$ cat src/rtl/pcm_frame_sched_pkg.sv
// rtl/pcm_frame_sched_pkg.sv - shared constants, state encoding and helpers for the PCM frame scheduler
package pcm_frame_sched_pkg;

  localparam int ADDR_W         = 10;
  localparam int DEF_BANK_BYTES = 512;
  localparam int DEF_HDR_BYTES  = 16;

  typedef logic [ADDR_W-1:0] addr_t;

  typedef enum logic [2:0] {
    IDLE   = 3'd0,
    WR_LO  = 3'd1,
    WR_HI  = 3'd2,
    CHK    = 3'd3,
    SEQ_LO = 3'd4,
    SEQ_HI = 3'd5,
    LAUNCH = 3'd6
  } state_t;

  // Overflow counter add that pins at 255 instead of wrapping.
  function automatic logic [7:0] sat_add8(input logic [7:0] a, input logic [1:0] inc);
    logic [8:0] sum;
    sum = {1'b0, a} + {7'b0, inc};
    return sum[8] ? 8'hFF : sum[7:0];
  endfunction

endpackage

$ cat src/rtl/pcm_frame_sched_if.sv
// rtl/pcm_frame_sched_if.sv - sample input, BRAM write port and Ethernet launch signals
interface pcm_frame_sched_if;
  import pcm_frame_sched_pkg::*;

  logic              pcm_valid;
  logic [15:0]       pcm_data;
  logic              wr_en;
  logic [ADDR_W-1:0] wr_addr;
  logic [7:0]        wr_data;
  logic              eth_busy;
  logic              eth_start;
  logic [ADDR_W-1:0] eth_base;
  logic [15:0]       seq;
  logic [7:0]        ovf_cnt;

  modport master (
    input  pcm_valid, pcm_data, eth_busy,
    output wr_en, wr_addr, wr_data, eth_start, eth_base, seq, ovf_cnt
  );

  modport slave (
    output pcm_valid, pcm_data, eth_busy,
    input  wr_en, wr_addr, wr_data, eth_start, eth_base, seq, ovf_cnt
  );

endinterface

$ cat src/rtl/pcm_skid1.sv
// rtl/pcm_skid1.sv - one-deep pending sample register with drop flag
module pcm_skid1 #(
  parameter int W = 16
) (
  input  logic         clk,
  input  logic         rst_n,
  input  logic         push,
  input  logic [W-1:0] push_data,
  input  logic         pop,
  output logic         full,
  output logic [W-1:0] head,
  output logic         drop
);

  // A push into a full slot is only lost when the slot is not drained the same cycle.
  assign drop = push && full && !pop;

  always_ff @(posedge clk or negedge rst_n) begin
    if (!rst_n) begin
      full <= 1'b0;
      head <= '0;
    end else if (push && (pop || !full)) begin
      full <= 1'b1;
      head <= push_data;
    end else if (pop) begin
      full <= 1'b0;
    end
  end

endmodule

$ cat src/rtl/pcm_frame_sched.sv
// rtl/pcm_frame_sched.sv - packs PCM samples into ping-pong BRAM banks and launches Ethernet frames
module pcm_frame_sched
  import pcm_frame_sched_pkg::*;
#(
  parameter int BANK_BYTES = DEF_BANK_BYTES,
  parameter int HDR_BYTES  = DEF_HDR_BYTES
) (
  input logic              clk,
  input logic              rst_n,
  pcm_frame_sched_if.master bus
);

  localparam addr_t BANK_SZ = addr_t'(BANK_BYTES);
  localparam addr_t HDR_OFF = addr_t'(HDR_BYTES);

  state_t      state, state_nx;
  logic        bank, bank_nx;
  addr_t       ptr, ptr_nx;
  logic [15:0] seq_q, seq_nx;
  logic [15:0] sample, sample_nx;
  addr_t       eth_base_q, eth_base_nx;
  logic [7:0]  ovf_q;

  logic        wr_en;
  addr_t       wr_addr;
  logic [7:0]  wr_data;
  logic        eth_start;
  addr_t       eth_base;
  logic        frame_drop;

  logic        sk_push, sk_pop, sk_full, sk_drop;
  logic [15:0] sk_head;

  addr_t bank_base, bank_end, other_base;

  // For the upper bank the end address is 1024, which truncates to 0 in 10 bits;
  // ptr truncates the same way, so the equality test still holds.
  assign bank_base  = bank ? BANK_SZ : '0;
  assign bank_end   = bank_base + BANK_SZ;
  assign other_base = bank ? '0 : BANK_SZ;

  // A strobe goes straight into the sample latch only in IDLE with nothing pending.
  assign sk_push = bus.pcm_valid && !(state == IDLE && !sk_full);

  pcm_skid1 #(.W(16)) u_skid (
    .clk       (clk),
    .rst_n     (rst_n),
    .push      (sk_push),
    .push_data (bus.pcm_data),
    .pop       (sk_pop),
    .full      (sk_full),
    .head      (sk_head),
    .drop      (sk_drop)
  );

  always_ff @(posedge clk or negedge rst_n) begin
    if (!rst_n) begin
      state      <= IDLE;
      bank       <= 1'b0;
      ptr        <= HDR_OFF;
      seq_q      <= '0;
      sample     <= '0;
      eth_base_q <= '0;
      ovf_q      <= '0;
    end else begin
      state      <= state_nx;
      bank       <= bank_nx;
      ptr        <= ptr_nx;
      seq_q      <= seq_nx;
      sample     <= sample_nx;
      eth_base_q <= eth_base_nx;
      ovf_q      <= sat_add8(ovf_q, {1'b0, sk_drop} + {1'b0, frame_drop});
    end
  end

  always_comb begin
    state_nx    = state;
    bank_nx     = bank;
    ptr_nx      = ptr;
    seq_nx      = seq_q;
    sample_nx   = sample;
    eth_base_nx = eth_base_q;
    sk_pop      = 1'b0;
    frame_drop  = 1'b0;
    wr_en       = 1'b0;
    wr_addr     = '0;
    wr_data     = '0;
    eth_start   = 1'b0;
    eth_base    = eth_base_q;

    unique case (state)
      IDLE: begin
        if (sk_full) begin
          sample_nx = sk_head;
          sk_pop    = 1'b1;
          state_nx  = WR_LO;
        end else if (bus.pcm_valid) begin
          sample_nx = bus.pcm_data;
          state_nx  = WR_LO;
        end
      end
      WR_LO: begin
        wr_en    = 1'b1;
        wr_addr  = ptr;
        wr_data  = sample[7:0];
        state_nx = WR_HI;
      end
      WR_HI: begin
        wr_en    = 1'b1;
        wr_addr  = ptr + addr_t'(1);
        wr_data  = sample[15:8];
        ptr_nx   = ptr + addr_t'(2);
        state_nx = CHK;
      end
      CHK: begin
        state_nx = (ptr == bank_end) ? SEQ_LO : IDLE;
      end
      SEQ_LO: begin
        wr_en    = 1'b1;
        wr_addr  = bank_base + HDR_OFF - addr_t'(2);
        wr_data  = seq_q[7:0];
        state_nx = SEQ_HI;
      end
      SEQ_HI: begin
        wr_en    = 1'b1;
        wr_addr  = bank_base + HDR_OFF - addr_t'(1);
        wr_data  = seq_q[15:8];
        state_nx = LAUNCH;
      end
      LAUNCH: begin
        if (!bus.eth_busy) begin
          eth_start   = 1'b1;
          eth_base    = bank_base;
          eth_base_nx = bank_base;
          bank_nx     = ~bank;
          seq_nx      = seq_q + 16'd1;
          ptr_nx      = other_base + HDR_OFF;
        end else begin
          // Transmitter still busy: drop this frame and refill the same bank.
          frame_drop = 1'b1;
          ptr_nx     = bank_base + HDR_OFF;
        end
        state_nx = IDLE;
      end
      default: state_nx = IDLE;
    endcase
  end

  assign bus.wr_en     = wr_en;
  assign bus.wr_addr   = wr_addr;
  assign bus.wr_data   = wr_data;
  assign bus.eth_start = eth_start;
  assign bus.eth_base  = eth_base;
  assign bus.seq       = seq_q;
  assign bus.ovf_cnt   = ovf_q;

endmodule

$ cat src/flat_wrapper.sv
// flat-port wrapper written by rule: the top's interface ports become plain ports
module pcm_frame_sched_flat import pcm_frame_sched_pkg::*;
#(
  parameter int BANK_BYTES = DEF_BANK_BYTES,
  parameter int HDR_BYTES  = DEF_HDR_BYTES
)
  (clk, rst_n, bus_pcm_valid, bus_pcm_data, bus_eth_busy, bus_wr_en, bus_wr_addr, bus_wr_data, bus_eth_start, bus_eth_base, bus_seq, bus_ovf_cnt);
  pcm_frame_sched_if bus_i ();
  input logic clk;
  input logic rst_n;
  input wire logic [$bits(bus_i.pcm_valid)-1:0] bus_pcm_valid;
  input wire logic [$bits(bus_i.pcm_data)-1:0] bus_pcm_data;
  input wire logic [$bits(bus_i.eth_busy)-1:0] bus_eth_busy;
  output wire logic [$bits(bus_i.wr_en)-1:0] bus_wr_en;
  output wire logic [$bits(bus_i.wr_addr)-1:0] bus_wr_addr;
  output wire logic [$bits(bus_i.wr_data)-1:0] bus_wr_data;
  output wire logic [$bits(bus_i.eth_start)-1:0] bus_eth_start;
  output wire logic [$bits(bus_i.eth_base)-1:0] bus_eth_base;
  output wire logic [$bits(bus_i.seq)-1:0] bus_seq;
  output wire logic [$bits(bus_i.ovf_cnt)-1:0] bus_ovf_cnt;
  assign bus_i.pcm_valid = bus_pcm_valid;
  assign bus_i.pcm_data = bus_pcm_data;
  assign bus_i.eth_busy = bus_eth_busy;
  assign bus_wr_en = bus_i.wr_en;
  assign bus_wr_addr = bus_i.wr_addr;
  assign bus_wr_data = bus_i.wr_data;
  assign bus_eth_start = bus_i.eth_start;
  assign bus_eth_base = bus_i.eth_base;
  assign bus_seq = bus_i.seq;
  assign bus_ovf_cnt = bus_i.ovf_cnt;
  pcm_frame_sched #(.BANK_BYTES(BANK_BYTES), .HDR_BYTES(HDR_BYTES)) u_core (.clk(clk), .rst_n(rst_n), .bus(bus_i));
endmodule
$ cat config.mk
export PLATFORM = sky130hd
export DESIGN_NAME = pcm_frame_sched_flat
export DESIGN_NICKNAME = d
export VERILOG_FILES = /design/src/rtl/pcm_frame_sched_pkg.sv /design/src/rtl/pcm_frame_sched_if.sv /design/src/rtl/pcm_skid1.sv /design/src/rtl/pcm_frame_sched.sv /design/src/flat_wrapper.sv
export SDC_FILE = /design/constraint.sdc
export NUM_CORES = 1
export LEC_CHECK = 0
export ABC_AREA = 1
export CELL_PAD_IN_SITES_DETAIL_PLACEMENT = 2
export CELL_PAD_IN_SITES_GLOBAL_PLACEMENT = 2
export CORE_UTILIZATION = 28
export CTS_CLUSTER_DIAMETER = 200
export DETAILED_ROUTE_END_ITERATION = 8
export PLACE_DENSITY_LB_ADDON = 0.1
export RECOVER_POWER = 50
export SYNTH_ARGS = -nofsm -noshare
export SYNTH_HDL_FRONTEND = slang
export SYNTH_HIERARCHICAL = 1
export SYNTH_SLANG_ARGS = --single-unit
$ cat constraint.sdc
create_clock -name clk -period 2.6 [get_ports clk]
set_clock_uncertainty 0.05 [all_clocks]
set_input_delay 0.52 -clock clk [delete_from_list [all_inputs] [get_ports clk]]
set_output_delay 0.52 -clock clk [all_outputs]
set_load 0.02 [all_outputs]
### Yosys cells after proc, flatten, opt, wreduce, memory -nomap -nowiden

Index checks and enable logic that the tools add are counted.

* bits in registers: 81
* bits of input ports: 20

* reductions and logical operators: 16
* mux-type cells: 24
* bitwise gates (word level): 2
* add/subtract/negate cells: 10
* equal/unequal tests: 8

Operator list (count)
* 10-bit 2-to-1 mux: 5
* 10-bit one-hot mux with 4 select lines: 1
* 16-bit 2-to-1 mux: 2
* 8-bit one-hot mux with 4 select lines: 1
* 10-bit by 5-bit adder with 10-bit output (second input constant): 2
* 10-bit one-hot mux with 2 select lines: 1
* 3-bit one-hot mux with 6 select lines: 1
* 16-bit by 1-bit adder with 16-bit output (second input constant): 1
* 10-bit by 1-bit adder with 10-bit output (second input constant): 1
* 10-bit adder (second input constant): 1
* 10-bit by 2-bit adder with 10-bit output (second input constant): 1
* 10-bit == test: 1
* 10-bit by 1-bit subtractor with 10-bit output (second input constant): 1
* 10-bit by 2-bit subtractor with 10-bit output (second input constant): 1
* 8-bit by 2-bit adder with 9-bit output: 1
* 3-bit == test (second input constant): 3
* 1-bit 2-to-1 mux: 9
* 3-bit 2-to-1 mux: 3
* 8-bit 2-to-1 mux: 1
* 3-bit by 2-bit == test with 1-bit output (second input constant): 2
* 2-bit nonzero test: 3
* 1-bit logical AND: 5
* 2-bit AND reduction: 2
* 4-bit OR reduction: 1
* 7 further kinds: 10

### Depth between registers and ports, before layout

Gate-level depths: netlist (run 1).

* depth after elaboration: 9
* gate-level depth with buffers: 16

### Hierarchy

The synthesis (run 1) kept the hierarchy.

Modules (own cells, without submodules)
* pcm_frame_sched: area an instance 3379.5 sq um, times used 1, cells each 425
* pcm_skid1: area an instance 696.9 sq um, times used 1, cells each 75

### Worst setup path before layout (run 1)

Ideal clock, no wire load.

* path type: flip-flop to flip-flop
* start point: register u_core.state[1]
* end point: register u_core.ovf_q[2] (netlist: u_core/bus.ovf_cnt[2])
* buffers on the path: 2
* cell stages (with the launch flop): 15
* data arrival time: 2.381 ns
* path slack: 0.034 ns
* data required time: 2.416 ns
* cell sequence: dfrtp_1 -> nor2_2 -> nand2_2 -> clkbuf_1 -> nor2_1 -> inv_1 -> nand2_4 -> buf_4 -> nor2_1 -> fa_1 -> ha_1 -> nand2_1 -> nor3_1 -> nand2_1 -> o21ai_0

RTL lines
* from (decl): line pcm_frame_sched.sv:16 `state_t state, state_nx;`
* from (signal assigned): line pcm_frame_sched.sv:66 `state <= state_nx;`
* 3-bit zero test: line pcm_frame_sched.sv:91 `unique case (state)`
* 1-bit 2-to-1 mux: line pcm_frame_sched.sv:91
* via u_core.sk_pop: line pcm_frame_sched.sv:31 `logic sk_push, sk_pop, sk_full, sk_drop;`
* 1-bit zero test: line pcm_skid1.sv:16 `assign drop = push && full && !pop;`
* 1-bit logical AND: line pcm_skid1.sv:16
* via u_core.sk_drop: line pcm_frame_sched.sv:31
* 1-bit by 1-bit adder with 2-bit output: line pcm_frame_sched.sv:72 `ovf_q <= sat_add8(ovf_q, {1'b0, sk_drop} + {1'b0, frame_drop});`
* 8-bit by 2-bit adder with 9-bit output: line pcm_frame_sched_pkg.sv:23 `sum = {1'b0, a} + {7'b0, inc};`
* 8-bit 2-to-1 mux: line pcm_frame_sched_pkg.sv:24 `return sum[8] ? 8'hFF : sum[7:0];`
* to (signal assigned): line pcm_frame_sched.sv:72
* to (decl): line pcm_frame_sched.sv:22 `logic [7:0] ovf_q;`

The timed path passes the listed nets, and every way through them passes these cells.
A chain may end at the register's enable or synchronous reset.

### Worst setup path after layout (run 1)

* start point: register u_core.state[1]
* end point: output bus_wr_addr[2]

* word-level cells in the longest chain between the ends: 2

RTL lines
* 3-bit == test, or another cell as far along: line pcm_frame_sched.sv:91
* 10-bit one-hot mux with 4 select lines (*): line pcm_frame_sched.sv:91
* to (decl): line flat_wrapper.sv:15 `output wire logic [$bits(bus_i.wr_addr)-1:0] bus_wr_addr;`

Every way passes the cells marked *; elsewhere a longest branch is shown, timed or not.

==> reports/metrics.csv, run 1 <==
stage,metric,value,unit
outcome,outcome,finished with violations,
outcome,violations,"capacitance limit, slew limit",
sta,timing.final.crit_share,95.8,%
min_path,holdPathStages,2,
sta,max_freq,401,MHz
critical_path,r2r_setup_slack,280,ps
synth,synth_seq_cells,80,
layout,fin_area,0.00542,mm2
sta,hold_ws,417,ps
pwr,power.density_cell_area,1160,mW/mm2
critical_path,slowest_delay,430,ps
global_route,grt_max_degree,34,
clock_tree,cts_sinks,80,
place,finalWeightedCongestion,0.770,
detailed_routing,via_count,3694,
synth,synth_edf_count,0,
global_route,globalRouteTotalUtil,18.7,%
sta,grt_setup_unrepaired,false,
detailed_routing,post_drt_via_cell_ratio,4.74,
clock_tree,worst_setup_hold_path_clk_slew,70,ps
critical_path,chain_of_cells_forming_the_critical_path,inv_2 > nor2_4 > nand2_2 > nand2_1 > clkinvlp_4 > buf_4 > o21ai_1 > clkdlybuf4s15_1,
synth,synth_largest_type_area_fraction,48.5,%
die,die_h,123,um
pwr,worst_ir_drop_vdd,0.394,mV
flow_run,maxCapViolCount,1,
critical_path,critical_path_peak_fanout,6,
global_route,globalRouteOverflowTotal,0,
layout,nNetsFinal,619,
detailed_routing,drt_iter0_drc,120,
min_path,holdCritStartpoint,u_core/u_skid/head[0]$_DFFE_PN0P_,
synth,synthesis.area_per_instance,8.15,um2
sta,setup_viol,0,
synth,synth_top_cell_by_area,sky130_fd_sc_hd__dfrtp_1,
synth,synth_flop_cell,sky130_fd_sc_hd__dfrtp_1,
critical_path,timing.rr.end,u_core/bus.ovf_cnt[6]$_DFF_PN0_,
synth,synth.net_count,524,
synth,async_flop_share,100,%
global_route,grt_pass1_wl,21000,um
sta,finalHoldViolations,0,
global_route,first_global_vias,3995,
clock_tree,cts_tree,yes,
critical_path,timing.critical_path.arrival,1920,ps
critical_path,total_buffers_and_inverters_traversed_by_the_critical_path,4,
sta,period_minus_slack,2490,ps
die,floorplan.die.width,123,um
layout,diode_count,0,
synth,synthTopCellsByArea,"sky130_fd_sc_hd__dfrtp_1 (48%), sky130_fd_sc_hd__nand2_1 (11%), sky130_fd_sc_hd__inv_1 (6.0%), sky130_fd_sc_hd__nand3_1 (5.0%), sky130_fd_sc_hd__nor2_1 (4.1%)",
clock_tree,worst_skew_pair.late_latency,350,ps
die,fp.coreArea,0.0140,mm2
critical_path,cp_launch_type,flop,
pwr,totalPowerFinal,6.29,mW
die,area_of_the_die,0.0150,mm2
clock_tree,numCtsBuffers,9,
global_route,number_of_antenna_violations_at_the_first_check_in_global_routing,0,
place,numPortBuffers,73,
pwr,power.leakage,2.68,nW
synth,synthCells,500,
die,starting_density_of_the_core,29.0,%
layout,areaGrowthSynthToFinish,32.9,%
critical_path,critical_path.top_delay_family,buffers and inverters,
place,placed_cell_area,0.00514,mm2
detailed_routing,drt-pass1-iter-count,4,
sta,headroom_to_the_max_slew_limit,-33.7,%
layout,n_fill_cell,1618,
die,placementRows,43,
min_path,hold_end,u_core/u_skid/head[0]$_DFFE_PN0P_,
sta,finalMaxSlewViolations,33,
layout,drive_gt1_share,14.0,%
critical_path,critPathSlowestCell,sky130_fd_sc_hd__dfrtp_1,
detailed_routing,routedWlPerCell,16.4,um
critical_path,worst-r2r-cell-count,12,
min_path,holdCritPathClass,reg2reg,
clock_tree,ctsHtreeMaxLevel,3,
critical_path,rr_startpoint,u_core/state[0]$_DFFE_PN0P_,
clock_tree,cts-hold-fix-buffers,0,
critical_path,path_class,reg2out,
place,place.detailed.hpwl,9580,um
critical_path,critPathCaptureType,primary output,
sta,tightest_slew,2010,ps
clock_tree,clockBufferDepth,2,
synth,synth.lib_cells_used.distinct,31,
critical_path,cp_data_required_time,2030,ps
detailed_routing,drt_drc_violations_left,0,
clock_tree,root_buffer,sky130_fd_sc_hd__clkbuf_16,
detailed_routing,routed_wl,12800,um
die,design.portCount,74,
synth,cell_area_after_synthesis,0.00408,mm2
detailed_routing,postRouteAntennaNets,0,
synth,synth-seq-area-share,49.1,%
synth,synthesis.yosys.warnings,6,
-- cell families (layout without fill, tap and decap cells) --
| logic type | count (synthesis) | after routing | synth area share, % |
|---|---|---|---|
| simple gates | 252 | 252 | 28.4 |
| flops | 80 | 80 | 49.1 |
| xor+xnor | 10 | 10 | 2.15 |
| buf+inv | 84 | 184 | 8.72 |
| fa+ha+maj | 4 | 4 | 1.41 |
| compound gates | 70 | 70 | 10.2 |
-- worst reg2reg max path, stage by stage, from the launching register on --
cell and delay [ps]:
sky130_fd_sc_hd__dfrtp_2 470, sky130_fd_sc_hd__nor2_4 150, sky130_fd_sc_hd__nand2_2 90, sky130_fd_sc_hd__o21ai_0 150, sky130_fd_sc_hd__inv_1 70, sky130_fd_sc_hd__inv_1 80, sky130_fd_sc_hd__nor2_1 70, sky130_fd_sc_hd__fa_1 420
sky130_fd_sc_hd__ha_1 220, sky130_fd_sc_hd__nand2_1 100, sky130_fd_sc_hd__nor3_1 80, sky130_fd_sc_hd__nand2_2 140, sky130_fd_sc_hd__o21ai_0 110
-- power by group --
part           leakage [nW]  switching [mW]  internal (mW)
clock                 0.153           0.556          0.776
combinational          1.55            1.78           1.11
sequential            0.983           0.345           1.73
-- per-stage QoR --
stage / worst slack (ps) / std cells / utilization (%) / TNS (ps)
final: 109 / 780 / 38.6 / 0
after global routing: 7.03 / 780 / 38.6 / 0
after CTS: -203 / 780 / 38.8 / -203
after detailed placement: -140 / 762 / 36.6 / -846
after global placement: -34.4 / 762 / 36.6 / -142
after floorplan: 34.3 / 500 / - / 0
-- synthesized netlist by cell type, types with 4 or more instances --
master and n:
sky130_fd_sc_hd__buf_2 5, sky130_fd_sc_hd__xor2_1 10, sky130_fd_sc_hd__dfrtp_1 79, sky130_fd_sc_hd__nor2_1 45, sky130_fd_sc_hd__a21oi_1 9, sky130_fd_sc_hd__o21ai_1 6, sky130_fd_sc_hd__nor2_2 4, sky130_fd_sc_hd__o211ai_1 17
sky130_fd_sc_hd__inv_1 65, sky130_fd_sc_hd__nor3_1 9, sky130_fd_sc_hd__buf_4 5, sky130_fd_sc_hd__or2_2 18, sky130_fd_sc_hd__o21ai_0 27, sky130_fd_sc_hd__nand3_1 41, sky130_fd_sc_hd__o22ai_1 8, sky130_fd_sc_hd__nand2_1 120
-- worst max path at each step --
stage / endpoint / cells after the start / start / slack [ps]
3_5_place_dp: u_core/bus.ovf_cnt[2]$_DFF_PN0_ / 11 / bus_pcm_valid / -140
2_1_floorplan: u_core/bus.ovf_cnt[2]$_DFF_PN0_ / 14 / u_core/state[1]$_DFFE_PN0P_ / 30
4_1_cts: bus_wr_data[2] / 7 / u_core/state[1]$_DFFE_PN0P_ / -200
3_3_place_gp: u_core/bus.ovf_cnt[7]$_DFF_PN0_ / 11 / bus_pcm_valid / -30
5_1_grt: u_core/state[0]$_DFFE_PN0P_ / 1 / rst_n / 7
6_report: bus_wr_addr[2] / 8 / u_core/state[1]$_DFFE_PN0P_ / 110
-- layout by cell type (no fill, tap or decap), drive strengths merged --
master         Yosys  final
ha                 3      3
buf               13     22
nor3               9      9
dfstp              1      1
nand2            124    124
fa                 1      1
xor2              10     10
dfrtp             79     79
a21oi              9      9
clkdlybuf4s50      0     42
dlygate4sd2        0     20
clkbuf             3     21
o22ai              8      8
o21ai             33     33
bufinv             0      1
o2111ai            3      3
o211ai            17     17
clkinv             0      3
nand4              3      3
dlygate4sd3        0      1
or2               20     20
clkinvlp           0      2
clkdlybuf4s15      0      3
nor2              51     51
inv               68     68
nand3             45     45
dlymetal6s2s       0      1
-- repair_timing --
action / CTS / global route
endpoints found under the setup margin: 29 / 13
resized for setup: 35 / 15
buffers inserted: 2 / 0
-- area by class of cell --
class / count / area, um2 / area share, %
clock buffer: 10 / 239 / 4.41
multi-input combinational: 336 / 1730 / 31.9
sequential: 80 / 2000 / 37.0
timing repair buffer: 100 / 893 / 16.5
clock inverter: 6 / 66.3 / 1.22
tap: 180 / 225 / 4.16
inverter: 68 / 263 / 4.85
-- flip-flops by register name (all words and copies together) (netlist names) --
signal / cells
u_core/bank: 1
u_core/bus.ovf_cnt: 8
u_core/bus.seq: 16
u_core/eth_base_q: 10
u_core/ptr: 9
u_core/sample: 16
u_core/state: 3
u_core/u_skid/full: 1
u_core/u_skid/head: 16
-- layer usage --
layer  share of wire [%]  track usage [%]  up-vias
met4                 1.2             5.49        0
met3                 2.9             4.37        9
met5                   0                0        -
met1                  46             23.2     1849
li1                    -                -     1787
met2                  50             32.0       49
(Power assumes the default switching activity.)
==> inputs of run 2 (changes only) <==
--- a/config.mk
+++ b/config.mk
@@ -11,8 +11,9 @@
 export CORE_UTILIZATION = 28
 export CTS_CLUSTER_DIAMETER = 200
 export DETAILED_ROUTE_END_ITERATION = 8
+export GPL_TIMING_DRIVEN = 0
 export PLACE_DENSITY_LB_ADDON = 0.1
-export RECOVER_POWER = 50
+export RECOVER_POWER = 25
 export SYNTH_ARGS = -nofsm -noshare
 export SYNTH_HDL_FRONTEND = slang
 export SYNTH_HIERARCHICAL = 1
==> reports/metrics.csv, run 2 (synthesized netlist as in run 1, its figures left out) <==
stage,metric,value,unit
die,fp.coreArea,0.0140,mm2
detailed_routing,drt_drc_violations_left,0,
sta,grt_setup_unrepaired,true,
clock_tree,worst_setup_hold_path_clk_slew,60,ps
sta,finalMaxSlewViolations,0,
place,numPortBuffers,73,
clock_tree,numCtsBuffers,9,
pwr,power.leakage,2.67,nW
pwr,worst_ir_drop_vdd,0.391,mV
layout,layout_common_cells,"sky130_fd_sc_hd__nand2_1 (118), sky130_fd_sc_hd__dfrtp_1 (77), sky130_fd_sc_hd__inv_1 (60), sky130_fd_sc_hd__nor2_1 (44), sky130_fd_sc_hd__clkdlybuf4s50_1 (43)",
critical_path,critPathCaptureType,primary output,
min_path,holdCritPathClass,in2async,
layout,drive_gt1_share,17.9,%
sta,setup_viol,0,
clock_tree,cts_tree,yes,
detailed_routing,drt-pass1-iter-count,4,
die,die_h,123,um
sta,hold_ws,396,ps
sta,final_sum_of_negative_setup_slack,0,ps
sta,final_critical_path_setup_slack,75.3,ps
pwr,totalPowerFinal,6.37,mW
place,placed_cell_area,0.00506,mm2
critical_path,timing.critical_path.arrival,1950,ps
die,placementRows,43,
detailed_routing,via_count,3687,
global_route,globalRouteTotalUtil,18.4,%
critical_path,worst-r2r-cell-count,14,
layout,diode_count,0,
sta,finalHoldViolations,0,
clock_tree,clockBufferDepth,2,
detailed_routing,drt_iter0_drc,111,
sta,headroom_to_the_max_slew_limit,13.5,%
die,design.portCount,74,
sta,tightest_slew,1300,ps
place,finalWeightedCongestion,0.779,
outcome,outcome,"complete, no violations",
layout,areaGrowthSynthToFinish,34.2,%
global_route,globalRouteOverflowTotal,0,
sta,max_freq,396,MHz
die,starting_density_of_the_core,29.0,%
place,dp_worst_setup_slack,-731,ps
layout,final_common_cell,sky130_fd_sc_hd__nand2_1,
sta,timing.final.crit_share,97.1,%
global_route,grt_max_degree,59,
global_route,number_of_antenna_violations_at_the_first_check_in_global_routing,0,
clock_tree,ctsHtreeMaxLevel,3,
flow_run,maxCapViolCount,0,
detailed_routing,routedWlPerCell,16.3,um
clock_tree,cts_sinks,80,
layout,nNetsFinal,622,
die,area_of_the_die,0.0150,mm2
sta,period_minus_slack,2520,ps
critical_path,cp_data_required_time,2030,ps
clock_tree,root_buffer,sky130_fd_sc_hd__clkbuf_16,
pwr,power.density_cell_area,1160,mW/mm2
detailed_routing,post_drt_via_cell_ratio,4.71,
layout,fin_area,0.00547,mm2
global_route,first_global_vias,3930,
global_route,grt_pass1_wl,21000,um
detailed_routing,postRouteAntennaNets,0,
critical_path,cp_launch_type,flop,
critical_path,critical_path_peak_fanout,10,
critical_path,path_class,reg2out,
place,place.detailed.hpwl,9500,um
detailed_routing,routed_wl,12700,um
clock_tree,cts-hold-fix-buffers,0,
clock_tree,worst_skew_pair.late_latency,340,ps
die,floorplan.die.width,123,um
[run 2: cell types whose count changed in the layout (fill, tap and decap cells not counted), sizes merged]
| cell | delta |
|---|---|
| dlygate4sd2 | -4 |
| inv | -2 |
| clkdlybuf4s50 | +1 |
| clkbuf | +1 |
| buf | +7 |
| dlymetal6s2s | -1 |
| dlygate4sd3 | -1 |
| clkinvlp | +2 |
[run 2: repair_timing]
action,CTS,global route
resized for setup,56,33
endpoints found under the setup margin,37,33
pin swaps,3,3
endpoints found under the hold margin,0,0
buffers inserted,5,11
[run 2: layout make-up]
type / instances / area [um2]
plain buffers: 13 / 110
clock buffers: 10 / 229
clock inverters: 6 / 60.1
fillers: 1590 / 8570
inverters: 68 / 265
multi-input cells: 336 / 1790
flip-flops and latches: 80 / 2010
well taps: 180 / 225
repair buffers: 90 / 786
[run 2: worst max-delay path: stages, from the launching register on]
cell,delay (ps)
sky130_fd_sc_hd__dfrtp_2,450
sky130_fd_sc_hd__inv_2,120
sky130_fd_sc_hd__nand3_1,110
sky130_fd_sc_hd__buf_4,200
sky130_fd_sc_hd__o22ai_1,250
sky130_fd_sc_hd__a21oi_1,70
sky130_fd_sc_hd__nand2_1,100
sky130_fd_sc_hd__clkdlybuf4s15_1,310
[run 2: per-layer routing]
layer	vias to the layer above	track usage, %	part of all wire, %
met4	0	6.63	1.4
met2	54	30.3	49
met5	-	0	0
li1	1803	-	-
met3	10	2.74	2.6
met1	1820	24.3	47
[run 2: final timing paths]
| check | startpoint | endpoint | slack, ps |
|---|---|---|---|
| worst max-delay path | u_core/state[1]$_DFFE_PN0P_ | bus_wr_data[2] | 80 |
| worst min-delay path | rst_n | u_core/bus.seq[15]$_DFFE_PN0P_ | 400 |
| worst max register to register | u_core/state[0]$_DFFE_PN0P_ | u_core/bus.ovf_cnt[6]$_DFF_PN0_ | 140 |
| worst min register to register | u_core/u_skid/head[8]$_DFFE_PN0P_ | u_core/u_skid/head[8]$_DFFE_PN0P_ | 420 |
| max in group asynchronous | rst_n | u_core/state[0]$_DFFE_PN0P_ | 450 |
| min in group clk | u_core/u_skid/head[8]$_DFFE_PN0P_ | u_core/u_skid/head[8]$_DFFE_PN0P_ | 420 |
[run 2: stage by stage]
step                std cells  util [%]
floorplan                 500         -
global placement          753      35.8
detailed placement        754      36.0
CTS                       772      38.5
global route              783      39.0
finish                    783      39.0
[run 2: report_power, final]
| part | total [mW] | internal (mW) | switching (mW) |
|---|---|---|---|
| clock network | 1.27 | 0.739 | 0.528 |
| logic | 3.04 | 1.17 | 1.87 |
| registers | 2.06 | 1.74 | 0.325 |
| total | 6.37 | 3.65 | 2.72 |
